## config.mk

```make
export PLATFORM = sky130hd
export DESIGN_NAME = ucode_loader
export DESIGN_NICKNAME = d
export VERILOG_FILES = /design/src/rtl/ucode_pkg.sv /design/src/rtl/ucode_word_packer.sv /design/src/rtl/ucode_loader.sv
export SDC_FILE = /design/constraint.sdc
export NUM_CORES = 1
export LEC_CHECK = 0
export CORE_ASPECT_RATIO = 0.6
export CORE_UTILIZATION = 44
export DETAILED_ROUTE_END_ITERATION = 10
export GPL_ROUTABILITY_DRIVEN = 0
export PLACE_DENSITY = 0.71
export SLEW_MARGIN = 10
export SYNTH_ARGS = -nofsm -noshare
export SYNTH_HDL_FRONTEND = slang
export SYNTH_SLANG_ARGS = --single-unit
```

## constraint.sdc

```tcl
create_clock -name clk -period 3.55 [get_ports clk]
set_input_delay 0.71 -clock clk [delete_from_list [all_inputs] [get_ports clk]]
set_output_delay 0.71 -clock clk [all_outputs]
set_load 0.02 [all_outputs]
```

## src/rtl/ucode_pkg.sv

```systemverilog
// Shared types and constants for the microcode store loader.
package ucode_pkg;
   localparam int DEF_W_I        = 9;
   localparam int DEF_W_C        = 26;
   localparam int BYTES_PER_WORD = 4;
   localparam int CSUM_W         = 8;

   typedef enum logic [2:0] {
      ST_IDLE,
      ST_RECV,
      ST_DRAIN,
      ST_CHECK,
      ST_DONE,
      ST_ERR
   } state_t;
endpackage

```

## src/rtl/ucode_word_packer.sv

```systemverilog
// Assembles little-endian boot bytes into words; emits a one-cycle word_valid
// with the word registered alongside it.
module ucode_word_packer
   import ucode_pkg::*;
#(
   parameter int WORD_W = 8 * BYTES_PER_WORD
) (
   input  logic              clk,
   input  logic              rst,
   input  logic              clear,
   input  logic              byte_valid,
   input  logic [7:0]        byte_data,
   output logic              byte_last,
   output logic              word_valid,
   output logic [WORD_W-1:0] word
);
   localparam int SHIFT_W = 8 * (BYTES_PER_WORD - 1);

   logic [1:0]         cnt_reg;
   logic [SHIFT_W-1:0] shift_reg;
   logic               word_valid_reg;
   logic [WORD_W-1:0]  word_reg;

   assign byte_last  = (cnt_reg == 2'(BYTES_PER_WORD - 1));
   assign word_valid = word_valid_reg;
   assign word       = word_reg;

   always_ff @(posedge clk or posedge rst) begin
      if (rst) begin
         cnt_reg        <= '0;
         shift_reg      <= '0;
         word_valid_reg <= 1'b0;
         word_reg       <= '0;
      end else begin
         word_valid_reg <= 1'b0;
         if (clear) begin
            cnt_reg <= '0;
         end else if (byte_valid) begin
            cnt_reg   <= cnt_reg + 2'd1;
            shift_reg <= {byte_data, shift_reg[SHIFT_W-1:8]};
            // Upper bits beyond WORD_W are dropped on purpose.
            if (byte_last) begin
               word_valid_reg <= 1'b1;
               word_reg       <= WORD_W'({byte_data, shift_reg});
            end
         end
      end
   end
endmodule

```

## src/rtl/ucode_loader.sv

```systemverilog
// Boot-time microcode store loader; holds the core until the store is full.
// Optional trailing checksum byte: define UCODE_LOADER_CHECKSUM_EN.
module ucode_loader
   import ucode_pkg::*;
#(
   parameter int W_I = DEF_W_I,
   parameter int W_C = DEF_W_C
) (
   input  logic           clk,
   input  logic           rst,
   input  logic           s_valid,
   input  logic [7:0]     s_data,
   output logic           s_ready,
   input  logic           load_req,
   output logic           cs_we,
   output logic [W_I-1:0] cs_addr,
   output logic [W_C-1:0] cs_wdata,
   output logic           core_hold,
   output logic           done,
   output logic           error
);
   state_t         state_reg, state_next;
   logic           s_ready_reg, done_reg, core_hold_reg;
   logic [W_I-1:0] addr_reg;
   logic           xfer, data_xfer, byte_last, word_valid, last_word;

   // A simultaneous load_req wins over any byte transfer.
   assign xfer      = s_valid && s_ready_reg && !load_req;
   assign data_xfer = xfer && (state_reg == ST_RECV);
   assign last_word = &addr_reg;

   ucode_word_packer #(.WORD_W(W_C)) u_packer (
      .clk        (clk),
      .rst        (rst),
      .clear      (state_reg == ST_IDLE),
      .byte_valid (data_xfer),
      .byte_data  (s_data),
      .byte_last  (byte_last),
      .word_valid (word_valid),
      .word       (cs_wdata)
   );

`ifdef UCODE_LOADER_CHECKSUM_EN
   logic [CSUM_W-1:0] csum_reg;
   logic [CSUM_W-1:0] csum_final;
   logic              error_reg;

   assign csum_final = csum_reg + s_data;
   assign error      = error_reg;

   always_ff @(posedge clk or posedge rst) begin
      if (rst) begin
         csum_reg  <= '0;
         error_reg <= 1'b0;
      end else begin
         if (state_reg == ST_IDLE)
            csum_reg <= '0;
         else if (data_xfer)
            csum_reg <= csum_final;
         error_reg <= (state_reg == ST_ERR) && !load_req;
      end
   end
`else
   assign error = 1'b0;
`endif

   always_comb begin
      state_next = state_reg;
      if (load_req) begin
         state_next = ST_IDLE;
      end else begin
         case (state_reg)
            ST_IDLE:  state_next = ST_RECV;
            ST_RECV:  if (xfer && byte_last && last_word) state_next = ST_DRAIN;
`ifdef UCODE_LOADER_CHECKSUM_EN
            ST_DRAIN: state_next = ST_CHECK;
            ST_CHECK: if (xfer) state_next = (csum_final == '0) ? ST_DONE : ST_ERR;
            ST_ERR:   state_next = ST_ERR;
`else
            ST_DRAIN: state_next = ST_DONE;
`endif
            ST_DONE:  state_next = ST_DONE;
            default:  state_next = ST_IDLE;
         endcase
      end
   end

   // Release lags DONE entry by a cycle so the last write settles first.
   always_ff @(posedge clk or posedge rst) begin
      if (rst) begin
         state_reg     <= ST_IDLE;
         s_ready_reg   <= 1'b0;
         done_reg      <= 1'b0;
         core_hold_reg <= 1'b1;
         addr_reg      <= '0;
      end else begin
         state_reg     <= state_next;
         s_ready_reg   <= (state_next == ST_RECV) || (state_next == ST_CHECK);
         done_reg      <= (state_reg == ST_DONE) && !load_req;
         core_hold_reg <= !((state_reg == ST_DONE) && !load_req);
         if (state_reg == ST_IDLE)
            addr_reg <= '0;
         else if (word_valid)
            addr_reg <= addr_reg + 1'b1;
      end
   end

   assign s_ready   = s_ready_reg;
   assign cs_we     = word_valid;
   assign cs_addr   = addr_reg;
   assign core_hold = core_hold_reg;
   assign done      = done_reg;
endmodule

```

; Word-level counts from Yosys, hierarchy flattened
; Cells that the tools add are included.
[classes]
addsub = 2
eq_ne = 6
mux = 10
bitwise_logic = 1
n_reduce_logical = 16
[ops]
columns = operator, count
row1 = two-way mux 9 bit, 2
row2 = adder 9 x 1 -> 9 bit (second input constant), 1
row3 = case mux 3 bit (3 select lines), 1
row4 = AND reduction 9 bit, 1
row5 = == test 3 x 1 -> 1 bit (second input constant), 2
row6 = == test 3 x 2 -> 1 bit (second input constant), 2
row7 = logical AND 1 bit, 6
row8 = two-way mux 3 bit, 2
row9 = two-way mux 2 bit, 2
row10 = nonzero test 2 bit, 2
row11 = == test 3 bit (second input constant), 1
row12 = zero test 3 bit, 1
row13 = two-way mux 1 bit, 3
row14 = AND reduction 3 bit, 1
row15 = adder 2 x 1 -> 2 bit (second input constant), 1
row16 = == test 2 bit (second input constant), 1
row17 = zero test 1 bit, 2
row18 = AND reduction 2 bit, 1
row19 = OR reduction 2 bit, 1
row20 = logical OR 1 bit, 1
row21 = NOT 1 bit, 1
[word_totals]
regBits = 68
inputBits = 12
output_inout_bits = 40
elab_cells = 44

; Longest topological paths before layout
; Gate-level depths: netlist of run 1.
[logic_depth]
word_depth = 9
ltp_mapped = 6
ltp_nobuf = 6

; Hierarchy
; A second synthesis of run 1 with hierarchy kept.
[unflattened]
cells_unflattened = 182
area_unflattened_um2 = 2831.5
[by_module_without_submodules]
columns = module, instances, cells_per_inst, area_each_um2, seq_area_each_um2
row1 = ucode_word_packer, 1, 118, 2129.5, 1326.3
row2 = ucode_loader, 1, 64, 701.9, 376.6

; Worst setup path after synthesis of run 1
; OpenSTA, ideal clock, no wires.
[synth_timing]
path_type = input to register
start = input port s_valid
end = register u_packer.word_reg[0] (netlist: u_packer.word[0])
setup_ns = 0.125
t_arrival_ns = 1.596
t_required_ns = 3.425
path_slack_ns = 1.828
path_stages = 4
n_path_buf = 1
path_cell_list = and3_1 > nand3_4 > buf_6 > mux2_4
[synth_between]
elab_chain_len = 4
[synth_rtl]
columns = element, line
row1 = start: declaration, ucode_loader.sv:11  ; input logic s_valid,
row2 = logical AND 1 bit (2 in a row), ucode_loader.sv:28  ; assign xfer = s_valid && s_ready_reg && !load_req;
row3 = logical AND 1 bit, ucode_loader.sv:29  ; assign data_xfer = xfer && (state_reg == ST_RECV);
row4 = AND reduction 3 bit (no source line), n/a
row5 = end signal: assignment, ucode_word_packer.sv:44  ; word_reg <= WORD_W'({byte_data, shift_reg});
row6 = end: declaration, ucode_word_packer.sv:22  ; logic [WORD_W-1:0] word_reg;
; Every way passes these cells.
; A chain may end at the register's enable or synchronous reset.

; Worst setup path in the final report of run 1
[layout_timing]
start = register u_packer.word_valid_reg (netlist: u_packer.word_valid)
end = output port cs_we
[layout_lines]
columns = element, line
row1 = start: declaration, ucode_word_packer.sv:21  ; logic word_valid_reg;
row2 = start signal: assignment, ucode_word_packer.sv:32  ; word_valid_reg <= 1'b0;
row3 = start signal: assignment, ucode_word_packer.sv:35  ; word_valid_reg <= 1'b0;
row4 = start signal: assignment, ucode_word_packer.sv:43  ; word_valid_reg <= 1'b1;
row5 = end: declaration, ucode_loader.sv:15  ; output logic cs_we,
; No word-level cell between the ends.

==> results of run 1 <==
==> cells by family (layout without fill, tap and decap cells) <==
kind of cell	after synthesis	in the layout
other	1	1
DFF	68	68
muxes	54	54
buffers and inverters	10	72
xor gates and xnor gates	5	5
and+or+nand+nor	33	33
adders and majority gates	3	3
AOI/OAI and AO/OA	6	6
==> synth_stat cells, types with 2 or more instances <==
cell type / number / area [sq um]
a21oi_1: 3 / 15.01
and2_1: 2 / 12.51
buf_6: 4 / 45.04
dfrtp_1: 67 / 1677
ha_1: 3 / 37.54
inv_1: 4 / 15.01
mux2_2: 31 / 349.1
mux2_4: 19 / 285.3
mux2i_1: 4 / 40.04
nand2_1: 5 / 18.77
nand3_1: 4 / 20.02
nand4_1: 3 / 18.77
nor2_1: 8 / 30.03
nor3_1: 2 / 10.01
o21ai_0: 3 / 15.01
or3_1: 4 / 25.02
xnor2_1: 2 / 17.52
xor2_1: 3 / 26.28
==> area by class of cell <==
| cell class | count | area (sq um) | share of cell area |
|---|---|---|---|
| clock buffers | 12 | 165.2 | 0.04646 |
| clock inverters | 4 | 70.07 | 0.01971 |
| inverters | 4 | 15.01 | 0.004224 |
| multi-input cells | 102 | 985.9 | 0.2774 |
| flip-flops and latches | 68 | 1703 | 0.4791 |
| well taps | 80 | 100.1 | 0.02816 |
| repair buffers | 52 | 515.5 | 0.1450 |
==> final timing paths <==
check	from	end	cells after the start
setup / recovery	u_packer.word_valid	cs_we	1
hold / removal	u_packer.cnt_reg[0]	u_packer.cnt_reg[0]	1
setup reg to reg	state_reg[1]	u_packer.word[19]	3
hold reg to reg	u_packer.cnt_reg[0]	u_packer.cnt_reg[0]	1
max in group asynchronous	rst	u_packer.word[25]	3
min in group asynchronous	rst	cs_addr[0]	2
==> per-stage QoR <==
stage	instance area, sq um	worst slack, ns
2_1_floorplan	2761	1.130
3_3_place_gp	3319	1.080
3_5_place_dp	3319	1.054
4_1_cts	3555	1.285
5_1_grt	3555	1.250
6_report	3555	1.320
==> metal layers <==
layer	global-route usage	wire (um)
met2	0.2053	1852
met5	0	0
met3	0.07557	250
met4	0.06429	57
met1	0.2249	2394
==> power by group through the flow <==
stage,clock network [mW],logic [mW],registers (mW)
finish,0.722,0.139,0.931
global route,0.777,0.156,0.946
CTS,0.744,0.143,0.931
detailed placement,0,0.142,0.947
global placement,0,0.136,0.943
floorplan,0,0.110,0.927
==> worst reg2reg max path, stage by stage, from the launching register on <==
cell and delay [ns]:
dfrtp_1 0.44, nor3_4 0.34, nand3_4 0.44, mux2_4 0.47
==> results.py, run 1 <==
metrics = {
    "outcome": {
        "outcome": "finished, final reports clean",
    },
    "grt": {
        "grt_pass1_wl_um": 7693,
        "grt_pass1_vias": 1556,
        "grt.total_usage": 0.1587,
        "antenna_found_initial": 0,
        "grt_max_degree": 33,
        "grt-ovfl-total": 0,
    },
    "clock_network": {
        "ctsResizeCount": 0,
        "cts_buffers": 9,
        "holdBufCountCts": 0,
        "clkLatencyLatePin_ns": 0.33,
        "cts_max_level": 3,
        "cts-root-buf": "clkbuf_8",
        "post_cts_buffers": 0,
        "path_clk_slew_ns": 0.07,
        "cts_max_path_buffers": 2,
        "clock-sinks": 68,
        "cts_tree": "done",
    },
    "timing": {
        "timing.final.crit_period_ns": 2.230,
        "tightest_slew_ns": 0.9667,
        "fin_crit_sh": 0.6283,
        "slew_viol_final": 0,
        "finalHoldViolCount": 0,
        "slew-limit-headroom": 0.3506,
        "rsz0062_at_grt": "false",
        "fmax_ghz": 0.4483,
        "tns_ns": 0,
        "setup_viol": 0,
        "fin_worst_skew_ns": 0.005799,
        "hold_slack_ns": 0.4969,
    },
    "floorplanning": {
        "ios": 52,
        "die_h_um": 63.37,
        "rows": 21,
        "start_util": 0.4755,
        "dieArea_sq_um": 6607,
        "dieWidth_um": 104.3,
        "core_region_area_sq_um": 5807,
    },
    "cells_and_area": {
        "num-fill-cells": 451,
        "utilization": 0.6122,
        "antennaDiodeCount": 0,
        "drive_gt1_frac": 0.3058,
        "final_common_cell": "dfrtp_1",
        "final_cell_mix": "dfrtp_1, clkdlybuf4s50_1, mux2_2, mux2_4, clkbuf_8",
        "stdcell_count": 322,
        "syn_to_final_growth_pct": 28.73,
        "fin_nets": 252,
        "largest_reg_flops": 26,
    },
    "synth": {
        "synthAdderAreaFrac": 0.01359,
        "synth_cell_types": 27,
        "yosys.area_share.simple": 0.07114,
        "yosysSeqAreaShare": 0.6167,
        "synthXorXnorAreaFrac": 0.01586,
        "synth_area_per_cell_sq_um": 15.34,
        "dominantRegCellSynth": "dfrtp_1",
        "synth_edf_count": 0,
        "synth_top_family_by_area": "multiplexers",
        "syn-cell-area_sq_um": 2761,
        "synthArstFlopShare": 1.000,
        "ys_ff_latch": 68,
        "synth_nets": 195,
        "synthCells": 180,
        "ys_warn_count": 0,
        "synth_compound_area_frac": 0.01087,
        "muxShareOfSynthArea": 0.2442,
    },
    "detailed_routing": {
        "vias_per_cell": 4.820,
        "drt_first_iter_violations": 60,
        "avgRoutedWirePerCell_um": 14.14,
        "routed_wirelength_um": 4554,
        "routed-via-count": 1552,
        "dr.pass1.iters": 4,
        "drc_errors": 0,
        "ant_nets": 0,
    },
    "setup_path": {
        "rrSetupSlack_ns": 1.76,
        "cp_cell_sequence": "clkdlybuf4s50_1",
        "arrival_ns": 1.52,
        "cpPeakStageDelay_ns": 0.67,
        "critPathTopFamily": "buffers and inverters",
        "critPathSlowestCell": "clkdlybuf4s50_1",
        "worstSetupEndpointType": "output pin",
        "crit_path_max_fanout": 8,
        "timing.critical_path.buf_inv": 1,
        "critPathKind": "reg -> out",
        "required_ns": 2.84,
        "startpoint_type": "flop",
    },
    "pwr": {
        "p_int_mw": 1.411,
        "power_density_nw_per_um2": 504.3,
        "seqPwrFrac": 0.520,
        "finalPower_mw": 1.793,
        "net-switching-power_uw": 381.8,
        "p_leak_nw": 1.699,
        "combPwrFrac": 0.078,
        "sw_frac_of_total": 0.2130,
        "peakVddDrop_v": 0.0002051,
        "clockPowerShare": 0.403,
    },
    "worst_hold_path": {
        "hold_path.class": "reg -> reg",
    },
    "job": {
        "drv_cap": 0,
    },
    "placement": {
        "hpwl_um": 3071,
        "dp_cells": 306,
        "port-buffer-count": 50,
    },
}
No activity file was read; power rests on OpenSTA's default activity.
==> run 2, diff against run 1 <==
PLACE_DENSITY = 0.74   (was 0.71)
clock period = 1.8 ns   (was 3.55 ns; I/O delays follow)
==> results.py, run 2 (synthesis results as in run 1) <==
metrics = {
    "outcome": {
        "outcome": "finished, final reports clean",
    },
    "clock_network": {
        "cts_max_path_buffers": 2,
        "path_clk_slew_ns": 0.07,
        "cts_buffers": 9,
        "cts-root-buf": "clkbuf_8",
        "post_cts_buffers": 0,
        "clock-sinks": 68,
        "cts_tree": "done",
        "clkLatencyLatePin_ns": 0.33,
        "cts_max_level": 3,
    },
    "floorplanning": {
        "start_util": 0.4755,
        "dieArea_sq_um": 6607,
        "dieWidth_um": 104.3,
        "ios": 52,
        "core_region_area_sq_um": 5807,
        "rows": 21,
        "die_h_um": 63.37,
    },
    "setup_path": {
        "crit_path_max_fanout": 5,
        "reg2reg_to": "u_packer.word[15]",
        "timing.critical_path.buf_inv": 1,
        "critPathSlowestCell": "clkdlybuf4s50_1",
        "cpPeakStageDelay_ns": 0.63,
        "cp_cell_sequence": "clkdlybuf4s50_1",
        "startpoint_type": "flop",
        "r2r_start": "state_reg[1]",
        "cp_num_cells": 1,
        "rrSetupSlack_ns": 0.28,
        "rr_worst_depth": 4,
        "arrival_ns": 1.37,
        "cp-endpoint": "cs_addr[5]",
        "critPathTopFamily": "buffers and inverters",
        "startpoint": "cs_addr[5]",
        "required_ns": 1.44,
        "critPathKind": "reg -> out",
        "worstSetupEndpointType": "output pin",
    },
    "pwr": {
        "peakVddDrop_v": 0.0006993,
        "sw_frac_of_total": 0.2119,
        "combPwrFrac": 0.083,
        "net-switching-power_uw": 762.6,
        "p_int_mw": 2.836,
        "seqPwrFrac": 0.513,
        "power_density_nw_per_um2": 975.7,
        "clockPowerShare": 0.404,
        "p_leak_nw": 1.790,
    },
    "detailed_routing": {
        "highest_layer": "met4",
        "dr.pass1.iters": 4,
        "avgRoutedWirePerCell_um": 14.02,
        "drc_errors": 0,
        "routed-via-count": 1590,
        "wl_met1_um": 2312,
        "vias_per_cell": 4.818,
        "ant_nets": 0,
        "wl_met2_um": 2054,
        "met3_length_um": 216,
        "routed_wirelength_um": 4628,
        "drt_first_iter_violations": 54,
    },
    "timing": {
        "setup_viol": 0,
        "finalHoldViolCount": 0,
        "timing.final.crit_period_ns": 1.732,
        "rsz0062_at_grt": "false",
        "fin_crit_sh": 0.9623,
        "slew_viol_final": 0,
        "fmax_ghz": 0.5773,
        "fin_worst_skew_ns": 0.006084,
        "hold_slack_ns": 0.3633,
    },
    "cells_and_area": {
        "num-fill-cells": 445,
        "fin_nets": 260,
        "drive_gt1_frac": 0.3200,
        "fin_area_sq_um": 3689,
        "final_cell_mix": "dfrtp_1, clkdlybuf4s50_1, mux2_2, mux2_4, clkbuf_8",
        "syn_to_final_growth_pct": 33.58,
        "final_common_cell": "dfrtp_1",
        "largest_reg_flops": 26,
        "antennaDiodeCount": 0,
        "stdcell_count": 330,
    },
    "placement": {
        "dp_cells": 314,
        "place_area_sq_um": 3458,
        "hpwl_um": 3228,
        "port-buffer-count": 50,
    },
    "grt": {
        "antenna_found_initial": 0,
        "grt_max_degree": 30,
        "grt_pass1_wl_um": 8321,
        "grt.total_usage": 0.1673,
        "grt_pass1_vias": 1660,
        "grt-ovfl-total": 0,
    },
    "worst_hold_path": {
        "hold_path.class": "in -> async",
    },
    "job": {
        "drv_cap": 0,
    },
}
==> run 2: worst min-delay path by stage <==
stage                        start                   to  slack, ns  cells past startpoint
5_1_grt                        rst         state_reg[2]       0.39                      2
3_5_place_dp   u_packer.cnt_reg[0]  u_packer.cnt_reg[0]       0.49                      1
6_report                       rst     u_packer.word[8]       0.36                      2
3_3_place_gp   u_packer.cnt_reg[0]  u_packer.cnt_reg[0]       0.48                      1
2_1_floorplan             load_req         state_reg[2]       0.43                      1
4_1_cts                        rst     u_packer.word[8]       0.36                      2
==> run 2: layout make-up <==
cell class | count | area [sq um] | area share
tap | 80 | 100.1 | 0.02714
multi-input combinational | 102 | 985.9 | 0.2673
timing repair buffer | 60 | 649.4 | 0.1761
clock buffer | 11 | 131.4 | 0.03562
clock inverter | 5 | 100.1 | 0.02714
inverter | 4 | 18.77 | 0.005088
sequential | 68 | 1703 | 0.4617
==> run 2: layer usage <==
layer | up-vias | track usage
met5 | - | 0
met4 | 0 | 0.05893
met3 | 7 | 0.06211
met2 | 33 | 0.2401
met1 | 794 | 0.2320
li1 | 756 | -
==> run 2: power groups by stage <==
stage               combinational (mW)  clock [mW]  sequential, mW
CTS                              0.306        1.49            1.85
finish                           0.298        1.46            1.85
global placement                 0.292           0            1.87
global route                     0.333        1.56            1.88
floorplan                        0.218           0            1.83
detailed placement               0.305           0            1.88
==> run 2: timing repair <==
item                                   CTS  global route
endpoints found under the hold margin    0             0
setup endpoints to repair                3             1
gates resized for setup                  3             1
hold buffers                             0             0
==> run 2: metrics by stage <==
stage	TNS [ns]	total power, mW	utilization	worst slack [ns]
floorplan	0	2.047	-	0.3188
global placement	-0.4127	2.158	0.5956	-0.02669
detailed placement	-0.7042	2.182	0.5956	-0.03897
CTS	0	3.647	0.6348	0.02438
global route	0	3.765	0.6352	0.007742
finish	0	3.599	0.6352	0.06791
